**config.mk**
```make
export PLATFORM = sky130hd
export DESIGN_NAME = sha256_asic_host_flat
export DESIGN_NICKNAME = d
export VERILOG_FILES = /design/src/rtl/sha256_asic_pkg.sv /design/src/rtl/sha256_asic_host_if.sv /design/src/rtl/sha256_word_serdes.sv /design/src/rtl/sha256_asic_host.sv /design/src/flat_wrapper.sv
export SDC_FILE = /design/constraint.sdc
export NUM_CORES = 2
export LEC_CHECK = 0
export BUFFER_PORTS_ARGS = -buffer_cell sky130_fd_sc_hd__clkbuf_2
export CORE_MARGIN = 4
export CORE_UTILIZATION = 25
export CTS_CLUSTER_SIZE = 24
export DETAILED_ROUTE_END_ITERATION = 7
export GPL_ROUTABILITY_DRIVEN = 0
export PLACE_DENSITY_LB_ADDON = 0.3
export SKIP_LAST_GASP = 1
export SLEW_MARGIN = 20
export SYNTH_ARGS = -nofsm -noshare
export SYNTH_HDL_FRONTEND = slang
export SYNTH_SLANG_ARGS = --single-unit
```
**constraint.sdc**
```tcl
create_clock -name clk -period 2.11 [get_ports clk]
set_input_delay 0.211 -clock clk [delete_from_list [all_inputs] [get_ports clk]]
set_output_delay 0.211 -clock clk [all_outputs]
set_load 0.02 [all_outputs]
```
**src/rtl/sha256_asic_pkg.sv**
```systemverilog
// Shared types and constants for the SHA-256 ASIC host driver.
package sha256_asic_pkg;

    localparam int unsigned WORD_W = 32;

    typedef enum logic [2:0] {
        StIdle,
        StPre,
        StLoad,
        StRun,
        StWait,
        StCollect
    } host_state_e;

    localparam logic [WORD_W-1:0] H0 = 32'h6a09e667;
    localparam logic [WORD_W-1:0] H1 = 32'hbb67ae85;
    localparam logic [WORD_W-1:0] H2 = 32'h3c6ef372;
    localparam logic [WORD_W-1:0] H3 = 32'ha54ff53a;
    localparam logic [WORD_W-1:0] H4 = 32'h510e527f;
    localparam logic [WORD_W-1:0] H5 = 32'h9b05688c;
    localparam logic [WORD_W-1:0] H6 = 32'h1f83d9ab;
    localparam logic [WORD_W-1:0] H7 = 32'h5be0cd19;

    localparam logic [8*WORD_W-1:0] SHA256_IV = {H0, H1, H2, H3, H4, H5, H6, H7};

    function automatic int unsigned max2(input int unsigned a, input int unsigned b);
        return (a > b) ? a : b;
    endfunction

endpackage

```
**src/rtl/sha256_asic_host_if.sv**
```systemverilog
// Controller-side and ASIC-side bus of the SHA-256 ASIC host driver.
interface sha256_asic_host_if #(
    parameter int unsigned N_VARS = 8,
    parameter int unsigned N_W    = 16,
    parameter int unsigned N_OUT  = 8
) ();
    import sha256_asic_pkg::*;

    logic                      start;
    logic [N_VARS*WORD_W-1:0]  init_state;
    logic [N_W*WORD_W-1:0]     block;
    logic                      busy;
    logic [N_OUT*WORD_W-1:0]   digest;
    logic                      done;
    logic [WORD_W-1:0]         asic_in_w;
    logic [WORD_W-1:0]         asic_in_var;
    logic [WORD_W-1:0]         asic_out_var;

    modport master (
        output start, init_state, block, asic_out_var,
        input  busy, digest, done, asic_in_w, asic_in_var
    );

    modport slave (
        input  start, init_state, block, asic_out_var,
        output busy, digest, done, asic_in_w, asic_in_var
    );

endinterface

```
**src/rtl/sha256_word_serdes.sv**
```systemverilog
// N-word shift register: parallel load, word-wide shift toward the MSB word with serial-in at the LSB.
module sha256_word_serdes #(
    parameter int unsigned N_WORDS = 8,
    parameter int unsigned WORD_W  = 32
) (
    input  logic                       clk,
    input  logic                       reset,
    input  logic                       load,
    input  logic [N_WORDS*WORD_W-1:0]  par_in,
    input  logic                       shift,
    input  logic [WORD_W-1:0]          ser_in,
    output logic [N_WORDS*WORD_W-1:0]  par_out,
    output logic [WORD_W-1:0]          ser_out
);

    logic [N_WORDS*WORD_W-1:0] data_q;

    always_ff @(posedge clk or negedge reset) begin
        if (!reset) begin
            data_q <= '0;
        end else if (load) begin
            data_q <= par_in;
        end else if (shift) begin
            data_q <= {data_q[N_WORDS*WORD_W-WORD_W-1:0], ser_in};
        end
    end

    assign par_out = data_q;
    assign ser_out = data_q[N_WORDS*WORD_W-1 -: WORD_W];

endmodule

```
**src/rtl/sha256_asic_host.sv**
```systemverilog
// Host driver for the serial SHA-256 ASIC: streams state/block words out, collects the result.
// Optional macro SHA256_ASIC_HOST_RESET_GEN_EN adds a per-block asic_reset output.
module sha256_asic_host
    import sha256_asic_pkg::*;
#(
    parameter int unsigned PRE_IDLE = 2,
    parameter int unsigned OUT_LAT  = 1,
    parameter int unsigned N_VARS   = 8,
    parameter int unsigned N_W      = 16,
    parameter int unsigned N_OUT    = 8
) (
    input  logic clk,
    input  logic reset,
`ifdef SHA256_ASIC_HOST_RESET_GEN_EN
    output logic asic_reset,
`endif
    sha256_asic_host_if.slave bus
);

    localparam int unsigned MaxLen = max2(max2(max2(PRE_IDLE, N_VARS), max2(N_W, OUT_LAT)), N_OUT);
    localparam int unsigned CntW   = $clog2(MaxLen + 1);

    host_state_e              state_q, state_d;
    logic [CntW-1:0]          cnt_q, cnt_d, cnt_inc;
    logic                     done_q, done_d;
    logic [N_OUT*WORD_W-1:0]  digest_q, digest_d;

    logic                     accept, st_shift, blk_shift, cap_shift;
    logic [N_VARS*WORD_W-1:0] st_par;
    logic [N_W*WORD_W-1:0]    blk_par;
    logic [N_OUT*WORD_W-1:0]  cap_par;
    logic [WORD_W-1:0]        st_ser, blk_ser, cap_ser;
    logic                     unused_serdes;

    assign cnt_inc = cnt_q + 1'b1;

    always_ff @(posedge clk or negedge reset) begin
        if (!reset) begin
            state_q  <= StIdle;
            cnt_q    <= '0;
            done_q   <= 1'b0;
            digest_q <= '0;
        end else begin
            state_q  <= state_d;
            cnt_q    <= cnt_d;
            done_q   <= done_d;
            digest_q <= digest_d;
        end
    end

    always_comb begin
        state_d   = state_q;
        cnt_d     = cnt_q;
        done_d    = 1'b0;
        digest_d  = digest_q;
        accept    = 1'b0;
        st_shift  = 1'b0;
        blk_shift = 1'b0;
        cap_shift = 1'b0;
        unique case (state_q)
            StIdle: begin
                if (bus.start) begin
                    accept  = 1'b1;
                    cnt_d   = '0;
                    state_d = (PRE_IDLE != 0) ? StPre : StLoad;
                end
            end
            StPre: begin
                cnt_d = cnt_inc;
                if (cnt_q == CntW'(PRE_IDLE - 1)) begin
                    cnt_d   = '0;
                    state_d = StLoad;
                end
            end
            StLoad: begin
                st_shift = 1'b1;
                cnt_d    = cnt_inc;
                if (cnt_q == CntW'(N_VARS - 1)) begin
                    cnt_d   = '0;
                    state_d = StRun;
                end
            end
            StRun: begin
                blk_shift = 1'b1;
                cnt_d     = cnt_inc;
                if (cnt_q == CntW'(N_W - 1)) begin
                    cnt_d   = '0;
                    state_d = (OUT_LAT != 0) ? StWait : StCollect;
                end
            end
            StWait: begin
                cnt_d = cnt_inc;
                if (cnt_q == CntW'(OUT_LAT - 1)) begin
                    cnt_d   = '0;
                    state_d = StCollect;
                end
            end
            StCollect: begin
                // One extra cycle at cnt == N_OUT carries the done pulse, so start is ignored there.
                if (cnt_q == CntW'(N_OUT)) begin
                    cnt_d   = '0;
                    state_d = StIdle;
                end else begin
                    cap_shift = 1'b1;
                    cnt_d     = cnt_inc;
                    if (cnt_q == CntW'(N_OUT - 1)) begin
                        done_d   = 1'b1;
                        digest_d = {cap_par[(N_OUT-1)*WORD_W-1:0], bus.asic_out_var};
                    end
                end
            end
            default: state_d = StIdle;
        endcase
    end

    sha256_word_serdes #(.N_WORDS(N_VARS), .WORD_W(WORD_W)) u_state_out (
        .clk     (clk),
        .reset   (reset),
        .load    (accept),
        .par_in  (bus.init_state),
        .shift   (st_shift),
        .ser_in  ('0),
        .par_out (st_par),
        .ser_out (st_ser)
    );

    sha256_word_serdes #(.N_WORDS(N_W), .WORD_W(WORD_W)) u_block_out (
        .clk     (clk),
        .reset   (reset),
        .load    (accept),
        .par_in  (bus.block),
        .shift   (blk_shift),
        .ser_in  ('0),
        .par_out (blk_par),
        .ser_out (blk_ser)
    );

    sha256_word_serdes #(.N_WORDS(N_OUT), .WORD_W(WORD_W)) u_digest_in (
        .clk     (clk),
        .reset   (reset),
        .load    (accept),
        .par_in  ('0),
        .shift   (cap_shift),
        .ser_in  (bus.asic_out_var),
        .par_out (cap_par),
        .ser_out (cap_ser)
    );

    assign unused_serdes = ^{st_par, blk_par, cap_par[N_OUT*WORD_W-1 -: WORD_W], cap_ser};

    // Block word 0 sits on in_w from PRE through LOAD; the block register only moves in RUN.
    assign bus.asic_in_w   = (state_q inside {StPre, StLoad, StRun}) ? blk_ser : '0;
    assign bus.asic_in_var = (state_q == StLoad) ? st_ser : '0;
    assign bus.busy        = (state_q != StIdle);
    assign bus.done        = done_q;
    assign bus.digest      = digest_q;

`ifdef SHA256_ASIC_HOST_RESET_GEN_EN
    assign asic_reset = !reset || (state_q == StPre);
`endif

endmodule
```
**src/flat_wrapper.sv**
```systemverilog
// flat-port wrapper written by rule: the top's interface ports become plain ports
module sha256_asic_host_flat import sha256_asic_pkg::*;
#(
    parameter int unsigned PRE_IDLE = 2,
    parameter int unsigned OUT_LAT  = 1,
    parameter int unsigned N_VARS   = 8,
    parameter int unsigned N_W      = 16,
    parameter int unsigned N_OUT    = 8
)
  (clk, reset, bus_start, bus_init_state, bus_block, bus_asic_out_var, bus_busy, bus_digest, bus_done, bus_asic_in_w, bus_asic_in_var);
  sha256_asic_host_if #(.N_VARS(N_VARS), .N_W(N_W), .N_OUT(N_OUT)) bus_i ();
  input  logic clk;
  input  logic reset;
  input wire logic [$bits(bus_i.start)-1:0] bus_start;
  input wire logic [$bits(bus_i.init_state)-1:0] bus_init_state;
  input wire logic [$bits(bus_i.block)-1:0] bus_block;
  input wire logic [$bits(bus_i.asic_out_var)-1:0] bus_asic_out_var;
  output wire logic [$bits(bus_i.busy)-1:0] bus_busy;
  output wire logic [$bits(bus_i.digest)-1:0] bus_digest;
  output wire logic [$bits(bus_i.done)-1:0] bus_done;
  output wire logic [$bits(bus_i.asic_in_w)-1:0] bus_asic_in_w;
  output wire logic [$bits(bus_i.asic_in_var)-1:0] bus_asic_in_var;
  assign bus_i.start = bus_start;
  assign bus_i.init_state = bus_init_state;
  assign bus_i.block = bus_block;
  assign bus_i.asic_out_var = bus_asic_out_var;
  assign bus_busy = bus_i.busy;
  assign bus_digest = bus_i.digest;
  assign bus_done = bus_i.done;
  assign bus_asic_in_w = bus_i.asic_in_w;
  assign bus_asic_in_var = bus_i.asic_in_var;
  sha256_asic_host #(.PRE_IDLE(PRE_IDLE), .OUT_LAT(OUT_LAT), .N_VARS(N_VARS), .N_W(N_W), .N_OUT(N_OUT)) u_core (.clk(clk), .reset(reset), .bus(bus_i));
endmodule
```
==> results.cfg <==
[sta]
fin_worst_skew_ps = 28.7
fin_crit_sh_pct = 119
worst_pin_slew_ps = 719
timing.fmax_mhz = 397
period_needed_ps = 2520
finalSetupViolCount = 209
report.final.slew_viol_count = 0
rsz0062_at_grt = yes
holdWs_ps = 183
slew_headroom_pct = 52.1
hold_viol_final = 0
setup_slack_ps = -411

[critical_path]
path_class = flip-flop to output port
r2r_start = u_core.state_q[0]$_DFFE_PN0P_
critPathBufInv = 5
critical_path_required_ps = 1900
max_stage_delay_ps = 390
end_kind = output port
arrival_ps = 2310
worstRegToRegCells = 8
r2r-end = u_core.u_state_out.par_out[228]$_DFFE_PN0P_
cp-start-kind = flip-flop
cp.depth = 7
endpoint = bus_asic_in_var[8]
r2r_setup_slack_ps = -90
crit_family = buffers and inverters
crit_chain = buf_6 -> nor3b_4 -> buf_12 -> buf_12 -> clkbuf_16 -> and2_4 -> buf_8
worstPathMaxFanout = 8
crit_slowest_cell = dfrtp_1
crit_path_start = u_core.state_q[0]$_DFFE_PN0P_
crit_top_cell = buf_12

[global_route]
grt_pass1_wl_um = 346000
grt_usage_pct = 20.5
grt_max_degree = 98
grt_pass1_vias = 53600
overflow = 0
antenna_found_initial = 46

[synthesis]
synth_edf_count = 0
synth_area_um2 = 53200
synth_top_area_cell = dfrtp_1
synth_top_cell_area_share_pct = 59.1
syn_inst = 6311
synth_area_leaders = dfrtp_1, nand2_1, a31oi_1, nor2_1, o21ai_0
synth_common_cells = nand2_1, dfrtp_1, nor2_1
synth-warning-count = 0
synth-seq-cells = 1257
synth_area_per_cell_um2 = 8.44
ys_seq_area_share_pct = 59.1
synth.most_common_cell = nand2_1
async_flop_share_pct = 100
synth_cell_types = 42
synth_nets = 7119
ys.flop_type = dfrtp_1

[cts]
root_buffer = clkbuf_16
cts_tree = built
cts_buffers = 148
clkTransAtPathRegs_ps = 60
htreeDepth = 4
clk_path_buf_depth = 3
numClockSinks = 1257
clock_latency_ps = 790

[routing]
routed_wl_um = 241000
postRouteAntennaNets = 0
num_vias = 53700
drt_iter0_drc = 4919
drc_errors = 0
avgViaCountPerCell = 4.78
drtPass1Iterations = 5
detail_route.wl_per_cell_um = 21.5

[flow_run]
max_cap_violations = 0

[power_and_ir_drop]
powerDensity_nw_per_um2 = 1380
power_frac_clock_pct = 23.7
power_frac_seq_pct = 35.0
irDropWorstVdd_mv = 0.910
p_total_mw = 110
comb_power_share_pct = 41.3
power.leakage_nw = 38.2
p_sw_share_pct = 38.0
p_int_mw = 68.3
p_switching_mw = 41.9

[cells_and_area]
nets = 9094
drive_gt1_share_pct = 21.2
area_growth_pct = 49.8

[outcome]
violations = negative setup slack
status = complete, but fails checks

[floorplan]
start_util_pct = 25.1
std_cell_rows = 169
core_area_um2 = 212000
die-area_um2 = 220000
dieWidth_um = 469
die_h_um = 469
num_io_pins = 1125

[placed_design]
numPortBuffers = 1124
dp_hpwl_um = 170000

[worst_hold_path]
min_path_cells = 4
hp-class = primary input to flip-flop
-- per-layer routing --
layer,GRT usage (%),share of wire (%)
met1,25.7,41
met2,33.5,47
met3,4.12,6.3
met4,10.9,5.7
met5,0,0.043
-- worst register-to-register path: stages, from the launching register on --
cell	delay, ps
dfrtp_1	390
buf_6	130
buf_4	130
buf_8	120
or3b_4	450
buf_12	200
buf_12	340
nand2_1	160
a31oi_1	110
-- cell usage in the layout (no fill, tap or decap), types with 16 or more instances in the layout --
cell	n
clkbuf_8	41
o21ai_0	224
clkbuf_16	219
clkbuf_1	33
diode_2	32
dlygate4sd3_1	803
a21oi_1	33
clkbuf_2	1089
a31oi_1	702
buf_4	144
dfrtp_1	1256
buf_12	104
buf_8	37
nor2_1	777
nand3_1	35
nand2_1	2691
buf_16	16
and2_4	34
and2_1	31
clkinv_2	16
buf_6	23
-- repair_timing --
| action | 4_1_cts | 5_1_grt |
|---|---|---|
| pin swaps | 2 | 9 |
| setup buffers | 21 | 49 |
| cloned | 5 | 84 |
| endpoints found under the hold margin | 2024 | 0 |
| hold buffers | 803 | 0 |
| endpoints found under the setup margin | 65 | 472 |
| resized for setup | 96 | 123 |
-- how the worst min path moves through the flow --
stage / start / endpoint / slack, ps
after CTS: bus_init_state[13] / u_core.u_state_out.par_out[13]$_DFFE_PN0P_ / 80
after global placement: reset / u_core.u_digest_in.par_out[124]$_DFFE_PN0P_ / 160
final: bus_init_state[17] / u_core.u_state_out.par_out[17]$_DFFE_PN0P_ / 180
after floorplan: reset / u_core.bus.digest[0]$_DFFE_PN0P_ / -80
after detailed placement: reset / u_core.u_digest_in.par_out[123]$_DFFE_PN0P_ / 160
after global routing: bus_init_state[16] / u_core.u_state_out.par_out[16]$_DFFE_PN0P_ / 150
-- area by class of cell --
type,count,area (um^2)
Fill cell,21200,132000
Antenna cell,32,80.1
Inverter,8,37.5
Sequential cell,1257,31500
Multi-Input combinational cell,4571,19800
Timing Repair Buffer,2300,19900
Clock inverter,46,624
Clock buffer,215,4310
Tap cell,2821,3530
-- cells by family (layout without fill, tap and decap cells) --
logic type / after synthesis / in the layout / share of synthesized area, %
xor gates and xnor gates: 1 / 1 / 0.0165
muxes: 1 / 1 / 0.0211
DFF: 1257 / 1257 / 59.1
AOI/OAI and AO/OA: 974 / 974 / 10.9
adders and majority gates: 5 / 5 / 0.117
buffers and inverters: 483 / 2569 / 4.08
and+or+nand+nor: 3590 / 3590 / 25.8
other: 0 / 32 / 0
-- power groups by stage --
stage / Combinational [mW] / Sequential, mW / Clock, mW
after detailed placement: 35.1 / 38.7 / 0
after global placement: 34.5 / 38.6 / 0
after floorplan: 22.9 / 36.3 / 0
after global routing: 49.8 / 39.2 / 27.7
after CTS: 37.8 / 38.4 / 26.8
final: 45.5 / 38.5 / 26.2
-- flip-flops by register name, indices dropped and copies added (netlist names) --
| signal | flops |
|---|---|
| u_core.u_block_out.par_out | 512 |
| u_core.bus.digest | 256 |
| u_core.cnt_q | 5 |
| u_core.bus.done | 1 |
| u_core.state_q | 3 |
| u_core.u_digest_in.par_out | 224 |
| u_core.u_state_out.par_out | 256 |
-- through the flow --
stage	std cells	util (%)	setup TNS, ps	cell area, um^2	worst slack, ps
finish	11300	37.6	-22200	79800	-411
global route	11200	37.6	-56680	79800	-512
CTS	11100	36.3	-27660	76900	-485
detailed placement	9997	29.9	0	63300	25.5
global placement	9997	29.9	0	63300	31.7
floorplan	6311	-	0	53200	234
No activity file was read; power rests on OpenSTA's default activity.
